### src/rtl/rf_write_arbiter_pkg.sv
// rf_write_arbiter_pkg: shared core widths, requester indices and register mask helper
package rf_write_arbiter_pkg;
  localparam int REG_ADDR_W = 5;
  localparam int XLEN = 32;
  localparam int NUM_REGS = 32;
  localparam int REQ_WB = 0;
  localparam int REQ_LL = 1;
  typedef logic [REG_ADDR_W-1:0] reg_addr_t;
  typedef logic [XLEN-1:0] xlen_t;
  typedef logic [NUM_REGS-1:0] reg_mask_t;
  function automatic reg_mask_t reg_bit(input reg_addr_t r);
    return reg_mask_t'(1) << r;
  endfunction
endpackage

### src/rtl/rf_write_arbiter_if.sv
// rf_write_arbiter_if: writeback requesters, long-latency issue, decode lookup and RF write port
interface rf_write_arbiter_if;
  import rf_write_arbiter_pkg::*;
  logic wb_valid;
  reg_addr_t wb_rd;
  xlen_t wb_data;
  logic wb_ready;
  logic ll_valid;
  reg_addr_t ll_rd;
  xlen_t ll_data;
  logic ll_ready;
  logic iss_valid;
  reg_addr_t iss_rd;
  reg_addr_t rs1;
  reg_addr_t rs2;
  logic stall;
  logic rf_we;
  reg_addr_t rf_waddr;
  xlen_t rf_wdata;
  modport slave (
    input wb_valid, wb_rd, wb_data, ll_valid, ll_rd, ll_data, iss_valid, iss_rd, rs1, rs2,
    output wb_ready, ll_ready, stall, rf_we, rf_waddr, rf_wdata
  );
  modport master (
    output wb_valid, wb_rd, wb_data, ll_valid, ll_rd, ll_data, iss_valid, iss_rd, rs1, rs2,
    input wb_ready, ll_ready, stall, rf_we, rf_waddr, rf_wdata
  );
endinterface

### src/rtl/rf_write_arbiter_scoreboard.sv
// rf_write_arbiter_scoreboard: pending long-latency write bits with two decode lookup ports
module rf_write_arbiter_scoreboard
  import rf_write_arbiter_pkg::*;
(
  input  logic      clk,
  input  logic      rst,
  input  logic      set_i,
  input  reg_addr_t set_rd_i,
  input  logic      clr_i,
  input  reg_addr_t clr_rd_i,
  input  reg_addr_t rs1_i,
  input  reg_addr_t rs2_i,
  output logic      stall_o
);
  reg_mask_t pend_q, pend_d;
  // clear is applied before set so a reissue to the same register keeps it owed; bit 0 never sticks
  assign pend_d = ((pend_q & ~(clr_i ? reg_bit(clr_rd_i) : '0)) | (set_i ? reg_bit(set_rd_i) : '0))
                  & ~reg_mask_t'(1);
  assign stall_o = pend_q[rs1_i] | pend_q[rs2_i];
  always_ff @(posedge clk or negedge rst)
    if (!rst) pend_q <= '0;
    else pend_q <= pend_d;
endmodule

### src/rtl/rf_write_arbiter.sv
// rf_write_arbiter: fixed-priority RF write port sharing with starvation guard for the long-latency path
module rf_write_arbiter
  import rf_write_arbiter_pkg::*;
#(
  parameter int unsigned STARVE_LIMIT = 3
) (
  input logic clk,
  input logic rst,
  rf_write_arbiter_if.slave bus
);
  localparam logic [3:0] LIMIT = 4'(STARVE_LIMIT);
  logic [3:0] starve_q, starve_d;
  logic grant, rf_we_q;
  reg_addr_t g_rd, rf_waddr_q;
  xlen_t g_data, rf_wdata_q;
  assign bus.ll_ready = bus.ll_valid & (~bus.wb_valid | (starve_q == LIMIT));
  assign bus.wb_ready = bus.wb_valid & ~bus.ll_ready;
  assign grant = bus.wb_ready | bus.ll_ready;
  assign g_rd = bus.ll_ready ? bus.ll_rd : bus.wb_rd;
  assign g_data = bus.ll_ready ? bus.ll_data : bus.wb_data;
  assign starve_d = bus.ll_ready ? '0
                  : (bus.ll_valid && starve_q != LIMIT) ? starve_q + 4'd1 : starve_q;
  // x0 writes still win the port and update address/data, but never enable the write
  always_ff @(posedge clk or negedge rst)
    if (!rst) begin
      starve_q <= '0;
      rf_we_q <= 1'b0;
      rf_waddr_q <= '0;
      rf_wdata_q <= '0;
    end else begin
      starve_q <= starve_d;
      rf_we_q <= grant && g_rd != '0;
      if (grant) begin
        rf_waddr_q <= g_rd;
        rf_wdata_q <= g_data;
      end
    end
  assign bus.rf_we = rf_we_q;
  assign bus.rf_waddr = rf_waddr_q;
  assign bus.rf_wdata = rf_wdata_q;
  rf_write_arbiter_scoreboard u_sb (
    .clk      (clk),
    .rst      (rst),
    .set_i    (bus.iss_valid),
    .set_rd_i (bus.iss_rd),
    .clr_i    (bus.ll_ready),
    .clr_rd_i (bus.ll_rd),
    .rs1_i    (bus.rs1),
    .rs2_i    (bus.rs2),
    .stall_o  (bus.stall)
  );
endmodule

### src/flat_wrapper.sv
// flat-port wrapper written by rule: the top's interface ports become plain ports
module rf_write_arbiter_flat import rf_write_arbiter_pkg::*;
#(
  parameter int unsigned STARVE_LIMIT = 3
)
  (clk, rst, bus_wb_valid, bus_wb_rd, bus_wb_data, bus_ll_valid, bus_ll_rd, bus_ll_data, bus_iss_valid, bus_iss_rd, bus_rs1, bus_rs2, bus_wb_ready, bus_ll_ready, bus_stall, bus_rf_we, bus_rf_waddr, bus_rf_wdata);
  rf_write_arbiter_if bus_i ();
  input logic clk;
  input logic rst;
  input wire logic [$bits(bus_i.wb_valid)-1:0] bus_wb_valid;
  input wire logic [$bits(bus_i.wb_rd)-1:0] bus_wb_rd;
  input wire logic [$bits(bus_i.wb_data)-1:0] bus_wb_data;
  input wire logic [$bits(bus_i.ll_valid)-1:0] bus_ll_valid;
  input wire logic [$bits(bus_i.ll_rd)-1:0] bus_ll_rd;
  input wire logic [$bits(bus_i.ll_data)-1:0] bus_ll_data;
  input wire logic [$bits(bus_i.iss_valid)-1:0] bus_iss_valid;
  input wire logic [$bits(bus_i.iss_rd)-1:0] bus_iss_rd;
  input wire logic [$bits(bus_i.rs1)-1:0] bus_rs1;
  input wire logic [$bits(bus_i.rs2)-1:0] bus_rs2;
  output wire logic [$bits(bus_i.wb_ready)-1:0] bus_wb_ready;
  output wire logic [$bits(bus_i.ll_ready)-1:0] bus_ll_ready;
  output wire logic [$bits(bus_i.stall)-1:0] bus_stall;
  output wire logic [$bits(bus_i.rf_we)-1:0] bus_rf_we;
  output wire logic [$bits(bus_i.rf_waddr)-1:0] bus_rf_waddr;
  output wire logic [$bits(bus_i.rf_wdata)-1:0] bus_rf_wdata;
  assign bus_i.wb_valid = bus_wb_valid;
  assign bus_i.wb_rd = bus_wb_rd;
  assign bus_i.wb_data = bus_wb_data;
  assign bus_i.ll_valid = bus_ll_valid;
  assign bus_i.ll_rd = bus_ll_rd;
  assign bus_i.ll_data = bus_ll_data;
  assign bus_i.iss_valid = bus_iss_valid;
  assign bus_i.iss_rd = bus_iss_rd;
  assign bus_i.rs1 = bus_rs1;
  assign bus_i.rs2 = bus_rs2;
  assign bus_wb_ready = bus_i.wb_ready;
  assign bus_ll_ready = bus_i.ll_ready;
  assign bus_stall = bus_i.stall;
  assign bus_rf_we = bus_i.rf_we;
  assign bus_rf_waddr = bus_i.rf_waddr;
  assign bus_rf_wdata = bus_i.rf_wdata;
  rf_write_arbiter #(.STARVE_LIMIT(STARVE_LIMIT)) u_core (.clk(clk), .rst(rst), .bus(bus_i));
endmodule
### config.mk
export PLATFORM = sky130hd
export DESIGN_NAME = rf_write_arbiter_flat
export DESIGN_NICKNAME = d
export VERILOG_FILES = /design/src/rtl/rf_write_arbiter_pkg.sv /design/src/rtl/rf_write_arbiter_if.sv /design/src/rtl/rf_write_arbiter_scoreboard.sv /design/src/rtl/rf_write_arbiter.sv /design/src/flat_wrapper.sv
export SDC_FILE = /design/constraint.sdc
export NUM_CORES = 1
export LEC_CHECK = 0
export CAP_MARGIN = 20
export CELL_PAD_IN_SITES_DETAIL_PLACEMENT = 1
export CELL_PAD_IN_SITES_GLOBAL_PLACEMENT = 1
export CORE_MARGIN = 5
export CORE_UTILIZATION = 36
export CTS_CLUSTER_DIAMETER = 50
export CTS_CLUSTER_SIZE = 8
export DETAILED_ROUTE_END_ITERATION = 8
export GPL_TIMING_DRIVEN = 0
export PLACE_DENSITY = 0.89
export REMOVE_ABC_BUFFERS = 1
export SLEW_MARGIN = 20
export SYNTH_ARGS = -nofsm -noshare
export SYNTH_HDL_FRONTEND = slang
export SYNTH_SLANG_ARGS = --single-unit
### constraint.sdc
create_clock -name clk -period 8 [get_ports clk]
set_input_delay 2.4 -clock clk [delete_from_list [all_inputs] [get_ports clk]]
set_output_delay 2.4 -clock clk [all_outputs]
set_load 0.02 [all_outputs]
==> results.md <==
- Status: finished, final reports clean
- Fill count: 1162
- Global-route usage over all layers: 0.223
- Total negative slack: 0 ns
- Delay of the slowest cell on the worst path: 0.93 ns
- Skew-Pair Late Insertion Delay: 0.36 ns
- Die Span X: 113 um
- Via density: 5.60
- Critical Path Slowest Stage Cell: clkdlybuf4s50_1
- Pwr Total: 0.00114 W
- Port-buffer cells: 134
- Die Area: 0.0127 mm2
- Die H: 113 um
- Reg-to-Reg Start: u_core.starve_q[0]$_DFFE_PN0P_
- Post-synth top area cell: dfrtp_1
- Row cnt: 37
- CP Launch Type: input pin
- Layout cell share with drive strength beyond 1: 0.0870
- Commonest cells post-synth: dfrtp_1, o21ai_0, o21ai_1
- Top-count cell post-synth: dfrtp_1
- RSZ-0062 raised after global routing: no
- Slew Limit Fails: 0
- CP arrival: 5.16 ns
- Remaining antenna violation count after routing: 0
- Cell class contributing the biggest share of worst-path delay: buffers and inverters
- CTS H-tree depth: 3
- PwrDens: 208 mW/mm2
- Lkg Pwr: 2.23 nW
- Final hold vios: 0
- CP cell instances: clkdlybuf4s50_1, inv_1, a21o_4, nand2_1, inv_1, clkdlybuf4s50_1
- Worst-Margin Slew: 0.943 ns
- Cell Area, Synth: 0.00378 mm2
- P&R area growth vs syn: 45.2%
- Wire per inst: 21.2 um
- Min-delay src: u_core.bus.rf_wdata[9]$_DFFE_PN0P_
- Vias after detailed routing: 3594
- Final period util: 0.945
- Fin nets: 596
- Largest net degree at the start of global routing: 54
- GPL Wtd Cong: 0.847
- Reg clk slew, reported paths: 0.07 ns
- HPWL Detailed: 10400 um
- Critical path type: in -> out
- Initial Util: 0.368
- Io pins: 135
- DRC viols: 0
- First-pass GRT wire length: 22200 um
- Crit path launch: bus_ll_valid
- Vias in the first global route: 4159
- Yosys top cell area share: 0.483
- Max Freq: 132 MHz
- Pre-CTS WS: 0.375 ns
- Clk_skew: 0.00942 ns
- Initial DRC count: 160
- Main synth FF type: dfrtp_1
- FFs w/ async S/R, synth: 1.00
- Longest Clk Path Bufs: 2
- Hold WC Path Type: reg -> reg
- Core Area: 0.0103 mm2
- CP max FO: 31
- Part of the Yosys area used for sequential elements: 0.483
- Netlist cell types: 38
- Max Cap Viol: 0
- Avg Inst Size Synth: 10.1 um2
- Drt total wl: 13600 um
- Synth warnings: 0
- Total global routing overflow: 0
- Maximum ir drop on the vdd rail: 0.0864 mV
- # diodes: 0
- Pre-antenna DRT Iters: 4
- # resized after CTS: 0
- Clock Sinks: 73
- Number of flops mapped to enable cells by yosys: 0
- Slew HR: 0.370
- Worst EP required: 5.60 ns
- CTS tree: done
- Antenna violations before repair: 0
- Final setup margin: 0.440 ns
- Finish-stage setup viols: 0
- # hold bufs at CTS: 0
- Synth Instances: 376
- Worst Setup End Kind: output port
- Num CTS Buffers: 9
- Fin crit period: 7.56 ns
- Largest cells by area after synthesis: dfrtp_1, mux4_2, o21ai_0
- Post-CTS Setup Repair Bufs: 0
- #FFs+latches synth: 73
- Worst path bufs/invs: 4
- Clk root buf: clkbuf_8
[cell families (layout without fill, tap and decap cells)]
logic type	count (synthesis)	in the layout	share of synthesized area
AND/OR/NAND/NOR	72	72	0.108
buffers and inverters	55	185	0.0559
adder cells (fa/ha/maj)	1	1	0.00331
AO/OA/AOI/OAI	146	146	0.230
multiplexers	29	29	0.121
flip-flops	73	73	0.483
[worst register-to-register path, delay by kind of cell (launching register included)]
family	cells	cell delay, ns
adders and majority gates	1	0.22
AOI/OAI and AO/OA	3	0.58
buffers and inverters	1	0.55
DFF	1	0.40
and+or+nand+nor	2	0.78
[where the power goes]
part           internal (W)  total (W)  switching (W)
combinational      0.000161   0.000302       0.000141
sequential         0.000430   0.000482      0.0000519
clock              0.000214   0.000357       0.000143
[final cells by class]
| class | instances | area [um2] | share of cell area |
|---|---|---|---|
| Timing Repair Buffer | 136 | 1380 | 0.252 |
| Multi-Input combinational cell | 248 | 1750 | 0.318 |
| Inverter | 33 | 124 | 0.0226 |
| Clock buffer | 10 | 138 | 0.0251 |
| Clock inverter | 6 | 105 | 0.0191 |
| Sequential cell | 73 | 1830 | 0.333 |
| Tap cell | 136 | 170 | 0.0310 |
[through the flow]
step                       util  std cells  hold slack (ns)  cell area (um2)
after floorplan               -        354            0.468             3690
after global placement    0.507        624            0.488             5210
after detailed placement  0.511        626            0.492             5250
after CTS                 0.534        642            0.516             5490
after global routing      0.534        642            0.547             5490
final                     0.534        642            0.512             5490
[cells in the final DEF, fill, tap and decap left out, drive strengths merged, types with 3 or more instances in the layout]
cell	instances
buf	3
a22oi	26
a21oi	6
o211ai	6
nand3	6
mux2i	13
bufinv	3
dfrtp	73
clkdlybuf4s50	133
a221o	6
or2	3
nor2	20
clkinv	3
clkbuf	10
nand4b	6
mux2	3
nand2	12
o22ai	4
inv	33
o21ai	92
mux4	13
nand2b	10
[state kept, by name, indices dropped and copies added (netlist names)]
register             cells
u_core.bus.rf_waddr      5
u_core.bus.rf_wdata     32
u_core.bus.rf_we         1
u_core.starve_q          4
u_core.u_sb.pend_q      31
[layer usage]
metal | GRT usage | share of wire | routed length [um]
met5 | 0 | 0 | 0
met4 | 0.0938 | 0.021 | 287
met3 | 0.0960 | 0.10 | 1360
met2 | 0.372 | 0.49 | 6730
met1 | 0.251 | 0.38 | 5240
[final timing paths]
kind	endpoint	slack, ns	depth (start not counted)
setup / recovery	bus_wb_ready	0.44	6
hold / removal	u_core.bus.rf_wdata[9]$_DFFE_PN0P_	0.51	2
setup reg to reg	u_core.u_sb.pend_q[15]$_DFF_PN0_	5.33	7
hold reg to reg	u_core.bus.rf_wdata[9]$_DFFE_PN0P_	0.51	2
max in group asynchronous	u_core.bus.rf_wdata[18]$_DFFE_PN0P_	5.50	2
min in group asynchronous	u_core.u_sb.pend_q[19]$_DFF_PN0_	1.92	1
Note: power is estimated with default switching activity, not from simulation.
